$ cat src/rtl/cache_axi_bridge_if.sv
// AXI3/AXI4 master-port bundle between the cache bridge and the memory system.
// Bridge side uses modport master; memory/interconnect side uses modport slave.
interface cache_axi_bridge_if;
   logic [3:0]  arid;
   logic [31:0] araddr;
   logic [7:0]  arlen;
   logic [2:0]  arsize;
   logic [1:0]  arburst;
   logic        arvalid;
   logic        arready;

   logic [3:0]  rid;
   logic [31:0] rdata;
   logic [1:0]  rresp;
   logic        rlast;
   logic        rvalid;
   logic        rready;

   logic [3:0]  awid;
   logic [31:0] awaddr;
   logic [7:0]  awlen;
   logic [2:0]  awsize;
   logic [1:0]  awburst;
   logic        awvalid;
   logic        awready;

   logic [3:0]  wid;
   logic [31:0] wdata;
   logic [3:0]  wstrb;
   logic        wlast;
   logic        wvalid;
   logic        wready;

   logic [3:0]  bid;
   logic [1:0]  bresp;
   logic        bvalid;
   logic        bready;

   modport master (
      output arid, araddr, arlen, arsize, arburst, arvalid,
      input  arready,
      input  rid, rdata, rresp, rlast, rvalid,
      output rready,
      output awid, awaddr, awlen, awsize, awburst, awvalid,
      input  awready,
      output wid, wdata, wstrb, wlast, wvalid,
      input  wready,
      input  bid, bresp, bvalid,
      output bready
   );

   modport slave (
      input  arid, araddr, arlen, arsize, arburst, arvalid,
      output arready,
      output rid, rdata, rresp, rlast, rvalid,
      input  rready,
      input  awid, awaddr, awlen, awsize, awburst, awvalid,
      output awready,
      input  wid, wdata, wstrb, wlast, wvalid,
      output wready,
      output bid, bresp, bvalid,
      input  bready
   );
endinterface

$ cat src/rtl/cache_axi_bridge.sv
// I/D-cache to AXI bridge: arbitrated reads (dcache priority), one buffered write; CACHE_AXI_BRIDGE_RAW_LINE_EN narrows RAW blocking to the same line.
// Latency: accept in N drives AR or AW/W in N+1; R beats pass straight through to the owning cache in the same cycle.
// Backpressure: AR/AW/W held stable until ready; rready is always 1; dc_wr_rdy low from accept until the cycle after bvalid.
module cache_axi_bridge (
   input  logic         clk,
   input  logic         reset,

   input  logic         ic_rd_req,
   input  logic [2:0]   ic_rd_type,
   input  logic [31:0]  ic_rd_addr,
   output logic         ic_rd_rdy,
   output logic         ic_ret_valid,
   output logic         ic_ret_last,
   output logic [31:0]  ic_ret_data,

   input  logic         dc_rd_req,
   input  logic [2:0]   dc_rd_type,
   input  logic [31:0]  dc_rd_addr,
   output logic         dc_rd_rdy,
   output logic         dc_ret_valid,
   output logic         dc_ret_last,
   output logic [31:0]  dc_ret_data,

   input  logic         dc_wr_req,
   input  logic [2:0]   dc_wr_type,
   input  logic [31:0]  dc_wr_addr,
   input  logic [3:0]   dc_wr_wstrb,
   input  logic [127:0] dc_wr_data,
   output logic         dc_wr_rdy,

   cache_axi_bridge_if.master axi
);

   typedef enum logic {AR_IDLE, AR_SEND} ar_state_e;
   typedef enum logic [1:0] {W_IDLE, W_SEND, W_RESP} w_state_e;

   typedef struct packed {
      logic [31:0]  addr;
      logic [1:0]   len;
      logic [2:0]   size;
      logic [3:0]   strb;
      logic [127:0] data;
   } wbuf_t;

   function automatic logic [7:0] burst_len(input logic [2:0] t);
      return (t == 3'b100) ? 8'd3 : 8'd0;
   endfunction

   function automatic logic [2:0] burst_size(input logic [2:0] t);
      return (t == 3'b100) ? 3'd2 : {1'b0, t[1:0]};
   endfunction

   ar_state_e   ar_state;
   logic        ic_out;
   logic        dc_out;
   logic [3:0]  ar_id_q;
   logic [31:0] ar_addr_q;
   logic [7:0]  ar_len_q;
   logic [2:0]  ar_size_q;
   logic        ar_vld_q;

   w_state_e    w_state;
   wbuf_t       wb;
   logic [1:0]  w_cnt;
   logic        aw_vld_q;
   logic        w_vld_q;
   logic        bready_q;
   logic [3:0]  wr_id_q;

   logic        raw_block;
   logic        dc_elig;
   logic        ic_acc;
   logic        r_last;
   logic        wlast_int;
   logic        aw_fin;
   logic        w_fin;

   // The icache never sees a RAW block; only dcache reads can hit the buffered write.
`ifdef CACHE_AXI_BRIDGE_RAW_LINE_EN
   assign raw_block = (w_state != W_IDLE) && (dc_rd_addr[31:4] == wb.addr[31:4]);
`else
   assign raw_block = (w_state != W_IDLE);
`endif

   assign dc_rd_rdy = (ar_state == AR_IDLE) && !dc_out && !raw_block;
   assign dc_elig   = dc_rd_req && dc_rd_rdy;
   assign ic_rd_rdy = (ar_state == AR_IDLE) && !ic_out && !dc_elig;
   assign ic_acc    = ic_rd_req && ic_rd_rdy;
   assign r_last    = axi.rvalid && axi.rlast;

   always_ff @(posedge clk) begin
      if (reset) begin
         ar_state  <= AR_IDLE;
         ic_out    <= 1'b0;
         dc_out    <= 1'b0;
         ar_id_q   <= 4'd0;
         ar_addr_q <= 32'd0;
         ar_len_q  <= 8'd0;
         ar_size_q <= 3'd0;
         ar_vld_q  <= 1'b0;
      end else begin
         // Clear first so a same-cycle accept (stray rlast only) keeps the flag set.
         if (r_last && !axi.rid[0]) ic_out <= 1'b0;
         if (r_last &&  axi.rid[0]) dc_out <= 1'b0;
         case (ar_state)
            AR_IDLE: begin
               if (dc_elig) begin
                  ar_id_q   <= 4'd1;
                  ar_addr_q <= dc_rd_addr;
                  ar_len_q  <= burst_len(dc_rd_type);
                  ar_size_q <= burst_size(dc_rd_type);
                  ar_vld_q  <= 1'b1;
                  dc_out    <= 1'b1;
                  ar_state  <= AR_SEND;
               end else if (ic_acc) begin
                  ar_id_q   <= 4'd0;
                  ar_addr_q <= ic_rd_addr;
                  ar_len_q  <= burst_len(ic_rd_type);
                  ar_size_q <= burst_size(ic_rd_type);
                  ar_vld_q  <= 1'b1;
                  ic_out    <= 1'b1;
                  ar_state  <= AR_SEND;
               end
            end
            AR_SEND: begin
               if (axi.arready) begin
                  ar_vld_q <= 1'b0;
                  ar_state <= AR_IDLE;
               end
            end
         endcase
      end
   end

   assign axi.arid    = ar_id_q;
   assign axi.araddr  = ar_addr_q;
   assign axi.arlen   = ar_len_q;
   assign axi.arsize  = ar_size_q;
   assign axi.arburst = 2'b01;
   assign axi.arvalid = ar_vld_q;
   assign axi.rready  = 1'b1;

   assign ic_ret_valid = axi.rvalid && !axi.rid[0];
   assign ic_ret_last  = ic_ret_valid && axi.rlast;
   assign ic_ret_data  = ic_ret_valid ? axi.rdata : 32'd0;
   assign dc_ret_valid = axi.rvalid && axi.rid[0];
   assign dc_ret_last  = dc_ret_valid && axi.rlast;
   assign dc_ret_data  = dc_ret_valid ? axi.rdata : 32'd0;

   // AW and W retire independently, so either may finish first.
   assign wlast_int = (w_cnt == wb.len);
   assign aw_fin    = !aw_vld_q || axi.awready;
   assign w_fin     = !w_vld_q || (axi.wready && wlast_int);

   always_ff @(posedge clk) begin
      if (reset) begin
         w_state  <= W_IDLE;
         wb       <= '0;
         w_cnt    <= 2'd0;
         aw_vld_q <= 1'b0;
         w_vld_q  <= 1'b0;
         bready_q <= 1'b0;
         wr_id_q  <= 4'd0;
      end else begin
         case (w_state)
            W_IDLE: begin
               if (dc_wr_req) begin
                  wb.addr  <= dc_wr_addr;
                  wb.len   <= (dc_wr_type == 3'b100) ? 2'd3 : 2'd0;
                  wb.size  <= burst_size(dc_wr_type);
                  wb.strb  <= (dc_wr_type == 3'b100) ? 4'hf : dc_wr_wstrb;
                  wb.data  <= dc_wr_data;
                  w_cnt    <= 2'd0;
                  aw_vld_q <= 1'b1;
                  w_vld_q  <= 1'b1;
                  wr_id_q  <= 4'd1;
                  w_state  <= W_SEND;
               end
            end
            W_SEND: begin
               if (aw_vld_q && axi.awready) aw_vld_q <= 1'b0;
               if (w_vld_q && axi.wready) begin
                  w_cnt <= w_cnt + 2'd1;
                  if (wlast_int) w_vld_q <= 1'b0;
               end
               if (aw_fin && w_fin) begin
                  bready_q <= 1'b1;
                  w_state  <= W_RESP;
               end
            end
            W_RESP: begin
               if (axi.bvalid) begin
                  bready_q <= 1'b0;
                  w_state  <= W_IDLE;
               end
            end
            default: w_state <= W_IDLE;
         endcase
      end
   end

   assign dc_wr_rdy   = (w_state == W_IDLE);
   assign axi.awid    = wr_id_q;
   assign axi.awaddr  = wb.addr;
   assign axi.awlen   = {6'd0, wb.len};
   assign axi.awsize  = wb.size;
   assign axi.awburst = 2'b01;
   assign axi.awvalid = aw_vld_q;
   assign axi.wid     = wr_id_q;
   assign axi.wdata   = wb.data[{w_cnt, 5'b0} +: 32];
   assign axi.wstrb   = wb.strb;
   assign axi.wlast   = w_vld_q && wlast_int;
   assign axi.wvalid  = w_vld_q;
   assign axi.bready  = bready_q;

   // Responses are accepted regardless of status; only rid[0] steers data.
   logic unused_axi;
   assign unused_axi = ^{axi.rresp, axi.bresp, axi.bid, axi.rid[3:1]};

endmodule

$ cat src/flat_wrapper.sv
// flat-port wrapper written by rule: the top's interface ports become plain ports
module cache_axi_bridge_flat 
  (clk, reset, ic_rd_req, ic_rd_type, ic_rd_addr, ic_rd_rdy, ic_ret_valid, ic_ret_last, ic_ret_data, dc_rd_req, dc_rd_type, dc_rd_addr, dc_rd_rdy, dc_ret_valid, dc_ret_last, dc_ret_data, dc_wr_req, dc_wr_type, dc_wr_addr, dc_wr_wstrb, dc_wr_data, dc_wr_rdy, axi_arid, axi_araddr, axi_arlen, axi_arsize, axi_arburst, axi_arvalid, axi_arready, axi_rid, axi_rdata, axi_rresp, axi_rlast, axi_rvalid, axi_rready, axi_awid, axi_awaddr, axi_awlen, axi_awsize, axi_awburst, axi_awvalid, axi_awready, axi_wid, axi_wdata, axi_wstrb, axi_wlast, axi_wvalid, axi_wready, axi_bid, axi_bresp, axi_bvalid, axi_bready);
  cache_axi_bridge_if axi_i ();
  input  logic clk;
  input  logic reset;
  input  logic ic_rd_req;
  input  logic [2:0] ic_rd_type;
  input  logic [31:0] ic_rd_addr;
  output logic ic_rd_rdy;
  output logic ic_ret_valid;
  output logic ic_ret_last;
  output logic [31:0] ic_ret_data;
  input  logic dc_rd_req;
  input  logic [2:0] dc_rd_type;
  input  logic [31:0] dc_rd_addr;
  output logic dc_rd_rdy;
  output logic dc_ret_valid;
  output logic dc_ret_last;
  output logic [31:0] dc_ret_data;
  input  logic dc_wr_req;
  input  logic [2:0] dc_wr_type;
  input  logic [31:0] dc_wr_addr;
  input  logic [3:0] dc_wr_wstrb;
  input  logic [127:0] dc_wr_data;
  output logic dc_wr_rdy;
  output wire logic [$bits(axi_i.arid)-1:0] axi_arid;
  output wire logic [$bits(axi_i.araddr)-1:0] axi_araddr;
  output wire logic [$bits(axi_i.arlen)-1:0] axi_arlen;
  output wire logic [$bits(axi_i.arsize)-1:0] axi_arsize;
  output wire logic [$bits(axi_i.arburst)-1:0] axi_arburst;
  output wire logic [$bits(axi_i.arvalid)-1:0] axi_arvalid;
  input wire logic [$bits(axi_i.arready)-1:0] axi_arready;
  input wire logic [$bits(axi_i.rid)-1:0] axi_rid;
  input wire logic [$bits(axi_i.rdata)-1:0] axi_rdata;
  input wire logic [$bits(axi_i.rresp)-1:0] axi_rresp;
  input wire logic [$bits(axi_i.rlast)-1:0] axi_rlast;
  input wire logic [$bits(axi_i.rvalid)-1:0] axi_rvalid;
  output wire logic [$bits(axi_i.rready)-1:0] axi_rready;
  output wire logic [$bits(axi_i.awid)-1:0] axi_awid;
  output wire logic [$bits(axi_i.awaddr)-1:0] axi_awaddr;
  output wire logic [$bits(axi_i.awlen)-1:0] axi_awlen;
  output wire logic [$bits(axi_i.awsize)-1:0] axi_awsize;
  output wire logic [$bits(axi_i.awburst)-1:0] axi_awburst;
  output wire logic [$bits(axi_i.awvalid)-1:0] axi_awvalid;
  input wire logic [$bits(axi_i.awready)-1:0] axi_awready;
  output wire logic [$bits(axi_i.wid)-1:0] axi_wid;
  output wire logic [$bits(axi_i.wdata)-1:0] axi_wdata;
  output wire logic [$bits(axi_i.wstrb)-1:0] axi_wstrb;
  output wire logic [$bits(axi_i.wlast)-1:0] axi_wlast;
  output wire logic [$bits(axi_i.wvalid)-1:0] axi_wvalid;
  input wire logic [$bits(axi_i.wready)-1:0] axi_wready;
  input wire logic [$bits(axi_i.bid)-1:0] axi_bid;
  input wire logic [$bits(axi_i.bresp)-1:0] axi_bresp;
  input wire logic [$bits(axi_i.bvalid)-1:0] axi_bvalid;
  output wire logic [$bits(axi_i.bready)-1:0] axi_bready;
  assign axi_arid = axi_i.arid;
  assign axi_araddr = axi_i.araddr;
  assign axi_arlen = axi_i.arlen;
  assign axi_arsize = axi_i.arsize;
  assign axi_arburst = axi_i.arburst;
  assign axi_arvalid = axi_i.arvalid;
  assign axi_i.arready = axi_arready;
  assign axi_i.rid = axi_rid;
  assign axi_i.rdata = axi_rdata;
  assign axi_i.rresp = axi_rresp;
  assign axi_i.rlast = axi_rlast;
  assign axi_i.rvalid = axi_rvalid;
  assign axi_rready = axi_i.rready;
  assign axi_awid = axi_i.awid;
  assign axi_awaddr = axi_i.awaddr;
  assign axi_awlen = axi_i.awlen;
  assign axi_awsize = axi_i.awsize;
  assign axi_awburst = axi_i.awburst;
  assign axi_awvalid = axi_i.awvalid;
  assign axi_i.awready = axi_awready;
  assign axi_wid = axi_i.wid;
  assign axi_wdata = axi_i.wdata;
  assign axi_wstrb = axi_i.wstrb;
  assign axi_wlast = axi_i.wlast;
  assign axi_wvalid = axi_i.wvalid;
  assign axi_i.wready = axi_wready;
  assign axi_i.bid = axi_bid;
  assign axi_i.bresp = axi_bresp;
  assign axi_i.bvalid = axi_bvalid;
  assign axi_bready = axi_i.bready;
  cache_axi_bridge u_core (.clk(clk), .reset(reset), .ic_rd_req(ic_rd_req), .ic_rd_type(ic_rd_type), .ic_rd_addr(ic_rd_addr), .ic_rd_rdy(ic_rd_rdy), .ic_ret_valid(ic_ret_valid), .ic_ret_last(ic_ret_last), .ic_ret_data(ic_ret_data), .dc_rd_req(dc_rd_req), .dc_rd_type(dc_rd_type), .dc_rd_addr(dc_rd_addr), .dc_rd_rdy(dc_rd_rdy), .dc_ret_valid(dc_ret_valid), .dc_ret_last(dc_ret_last), .dc_ret_data(dc_ret_data), .dc_wr_req(dc_wr_req), .dc_wr_type(dc_wr_type), .dc_wr_addr(dc_wr_addr), .dc_wr_wstrb(dc_wr_wstrb), .dc_wr_data(dc_wr_data), .dc_wr_rdy(dc_wr_rdy), .axi(axi_i));
endmodule
$ cat config.mk
export PLATFORM = sky130hd
export DESIGN_NAME = cache_axi_bridge_flat
export DESIGN_NICKNAME = d
export VERILOG_FILES = /design/src/rtl/cache_axi_bridge_if.sv /design/src/rtl/cache_axi_bridge.sv /design/src/flat_wrapper.sv
export SDC_FILE = /design/constraint.sdc
export NUM_CORES = 1
export LEC_CHECK = 0
export BUFFER_PORTS_ARGS = -buffer_cell sky130_fd_sc_hd__buf_4
export CAP_MARGIN = 20
export CORE_AREA = 2 2 200 202
export DETAILED_ROUTE_END_ITERATION = 8
export DIE_AREA = 0 0 202 204
export SLEW_MARGIN = 10
export SYNTH_ARGS = -nofsm -noshare
export SYNTH_HDL_FRONTEND = slang
export SYNTH_SLANG_ARGS = --single-unit
$ cat constraint.sdc
create_clock -name clk -period 2.1 [get_ports clk]
set_input_delay 0.42 -clock clk [delete_from_list [all_inputs] [get_ports clk]]
set_output_delay 0.42 -clock clk [all_outputs]
set_load 0.1 [all_outputs]
==> results.toml <==
[run_status]
status = "finished, violations left"
violations = "setup timing"

[cells_and_area]
regArea_um2 = 4320
areaGrowthSynthToFinish_pct = 50.9
fin_area_um2 = 14800
final_nets = 1875
n_fill_cell = 4023
multiInputGateArea_um2 = 4660
drive_gt1_frac = 0.413

[floorplanning]
core_um2 = 39200
ios = 507
rows = 73
dieArea_um2 = 41200
start_util = 0.250
dieHeight_um = 204
die_w_um = 202

[sta]
setup_viol = 33
fin_crit_sh = 1.15
period_needed_ns = 2.40
fin_skew_ns = 0.0226
worst_pin_slew_ns = 0.979
max-slew-margin-rel = 0.341
timing.fmax_mhz = 416
rsz0062_at_grt = "yes"
hold_violations = 0
finalMaxSlewViolations = 0
setup_tns_ns = -6.99
setup_slack_ns = -0.305

[power]
p_leak_nw = 6.49
powerDensity_nw_per_um2 = 961
ir_worst_vdd_uv = 719

[logic_synthesis]
yosysWarnings = 0
synth-seq-cells = 215
synth_cell_types = 35
avgSynthCellArea_um2 = 8.29
seq_area_frac_synth = 0.440
synth_area_um2 = 9790
synth_cells = 1182

[flow_run]
maxCapViolations = 0

[global_routing]
antenna_found_initial = 5
grt_usage = 0.166
grt_pass1_wl_um = 53400
grt_max_degree = 58
grt_pass1_vias = 9402
grt_overflow = 0

[worst_setup_path]
cp_top_family = "multiplexers"
worst-path-buf-inv = 3
end_kind = "output pin"
arrival_ns = 1.98
critPathMostFrequentCell = "buf_6"
r2r_end = "u_core.axi.wstrb[1]$_SDFFE_PP0P_"
r2r_slack_ns = 0.25
cp_slowest_cell = "mux4_2"
reg2regPathDepth = 6
crit_path_max_incr_delay_ns = 0.52
cp_max_fo = 8
r2r-start = "u_core.w_state[1]$_SDFFE_PP0P_"
crit_chain = "buf_6 > buf_16 > mux4_2 > buf_6"
critPathKind = "reg -> out"
cp-start-kind = "flip-flop"
critPathRequiredTime_ns = 1.68

[place]
numPortBuffers = 467
place_area_um2 = 13600
gp_congestion = 0.865
hpwl_um = 26700

[drt]
avgRoutedWirePerCell_um = 16.9
ant_nets = 0
via_per_inst = 4.46
drcViolationCount = 0
drt-initial-drc-count = 320
drt-total-wl_um = 36000
drtPass1Iterations = 4
via_count = 9517

[worst_hold_path]
whs_path_depth = 3
hold_end = "u_core.wb[51]$_SDFFE_PP0P_"
hp-start = "dc_wr_data[51]"
hp-class = "in -> reg"

[cts]
clk_latency_ns = 0.54
clock-sinks = 215
clock-root-buffer = "clkbuf_16"
htreeDepth = 1
clkTransAtPathRegs_ns = 0.06
cts_buffers = 26
cts_hold_buf = 0
clockBufferDepth = 3
cts_tree = "yes"
==> synthesized netlist by cell type <==
cell,number,area share
a21boi_0,1,0.00077
a21o_1,1,0.00077
a21oi_1,170,0.087
a22oi_1,1,0.00077
a311oi_1,1,0.00089
a311oi_2,35,0.054
a31oi_1,2,0.0013
a41oi_1,1,0.00089
and2_1,35,0.022
and3_1,33,0.021
and4b_1,1,0.0010
buf_2,47,0.024
buf_4,71,0.054
buf_6,5,0.0057
clkbuf_1,41,0.016
conb_1,2,0.00077
dfxtp_1,215,0.44
inv_1,7,0.0027
mux4_2,32,0.074
nand2_1,397,0.15
nand2_2,1,0.00064
nand2b_1,4,0.0026
nand3_1,1,0.00051
nand3b_1,2,0.0015
nor2_1,54,0.021
nor2b_1,4,0.0026
nor3_1,5,0.0026
nor3b_1,1,0.00077
nor4_1,1,0.00064
nor4_4,1,0.0022
o21a_1,1,0.00077
o21ai_0,6,0.0031
o21bai_1,1,0.00077
o221a_2,1,0.0011
or3_1,1,0.00064
==> how the worst max path moves through the flow <==
stage                                   start                          endpoint  slack [ns]  cells past startpoint
6_report         u_core.w_cnt[0]$_SDFFE_PP0P_                     axi_wdata[14]       -0.30                      4
5_1_grt          u_core.w_cnt[0]$_SDFFE_PP0P_                     axi_wdata[10]       -0.38                      4
4_1_cts          u_core.w_cnt[0]$_SDFFE_PP0P_                     axi_wdata[15]       -0.37                      4
3_5_place_dp                        dc_wr_req  u_core.axi.wstrb[0]$_SDFFE_PP0P_        0.11                      6
3_3_place_gp                        dc_wr_req  u_core.axi.wstrb[1]$_SDFFE_PP0P_        0.14                      6
2_1_floorplan  u_core.w_state[0]$_SDFFE_PP0P_                         ic_rd_rdy       -0.56                      6
==> state kept, by name, indices dropped and copies added (netlist names), 2 cells and up <==
name               flops
u_core.axi.awaddr     32
u_core.axi.wstrb       4
u_core.axi.araddr     32
u_core.w_cnt           2
u_core.wb            128
u_core.axi.awsize      2
u_core.w_state         2
u_core.axi.arsize      2
==> through the flow <==
step / power (mW) / setup slack [ns] / instances / utilization / hold WS [ns]
finish: 14.2 / -0.305 / 2132 / 0.377 / 0.123
global route: 14.8 / -0.381 / 2131 / 0.377 / 0.102
CTS: 14.4 / -0.370 / 2124 / 0.376 / 0.0820
detailed placement: 9.66 / 0.113 / 2070 / 0.346 / 0.445
global placement: 9.62 / 0.139 / 2070 / 0.346 / 0.438
floorplan: 8.47 / -0.556 / 1208 / - / 0.433
==> routing by layer <==
layer / share of wire / up-vias / routed length (um) / global-route usage
met5: 0 / - / 0 / 0
met4: 0.027 / 0 / 986 / 0.0607
met3: 0.076 / 54 / 2720 / 0.0453
met2: 0.51 / 369 / 18200 / 0.295
met1: 0.39 / 4436 / 14100 / 0.192
li1: - / 4658 / - / -
==> cell type report <==
type | count | share of cell area
Antenna cell | 5 | 0.000847
Sequential cell | 215 | 0.292
Inverter | 7 | 0.00178
Clock inverter | 6 | 0.00432
Clock buffer | 41 | 0.0547
Multi-Input combinational cell | 822 | 0.315
Tap cell | 525 | 0.0445
Timing Repair Buffer | 511 | 0.287
==> logic make-up after synthesis <==
family / after synthesis / synth area share
AOI/OAI and AO/OA: 221 / 0.152
buffers and inverters: 171 / 0.103
DFF: 215 / 0.440
muxes: 32 / 0.0736
other: 2 / 0.000767
and+or+nand+nor: 541 / 0.232
==> worst reg2reg max path: cells and delay by family, from the launching register on <==
kind | cells | cell delay, ns
AND/OR/NAND/NOR | 3 | 0.51
AO/OA/AOI/OAI | 1 | 0.43
buffers and inverters | 2 | 0.42
flip-flops | 1 | 0.36
==> layout by cell type, fill, tap and decap left out, types with 2 or more instances in the layout <==
master and instances:
a21oi_1 169, a311oi_2 35, a31oi_1 2, and2_1 5
and2_2 29, and3_1 33, buf_12 19, buf_4 458
buf_6 29, buf_8 4, clkbuf_1 6, clkbuf_16 27
clkbuf_8 8, clkinv_2 3, conb_1 28, dfxtp_1 211
dfxtp_4 3, diode_2 5, inv_1 7, mux4_2 32
nand2_1 396, nand2_4 2, nand2b_1 4, nand3b_1 2
nor2_1 53, nor2b_1 4, nor3_1 5, o21ai_0 6
==> power by group <==
group | internal, mW | switching, mW | leakage (nW)
clock network | 2.75 | 1.78 | 0.429
logic | 1.38 | 3.61 | 4.29
registers | 4.47 | 0.217 | 1.77
total | 8.60 | 5.60 | 6.49
==> what timing repair did <==
action | 4_1_cts | 5_1_grt
pin swaps | 2 | 1
buffers inserted | 5 | 4
setup endpoints to repair | 35 | 34
gates resized for setup | 49 | 9
cloned | 2 | 0
Note: power is estimated with default switching activity, not from simulation.
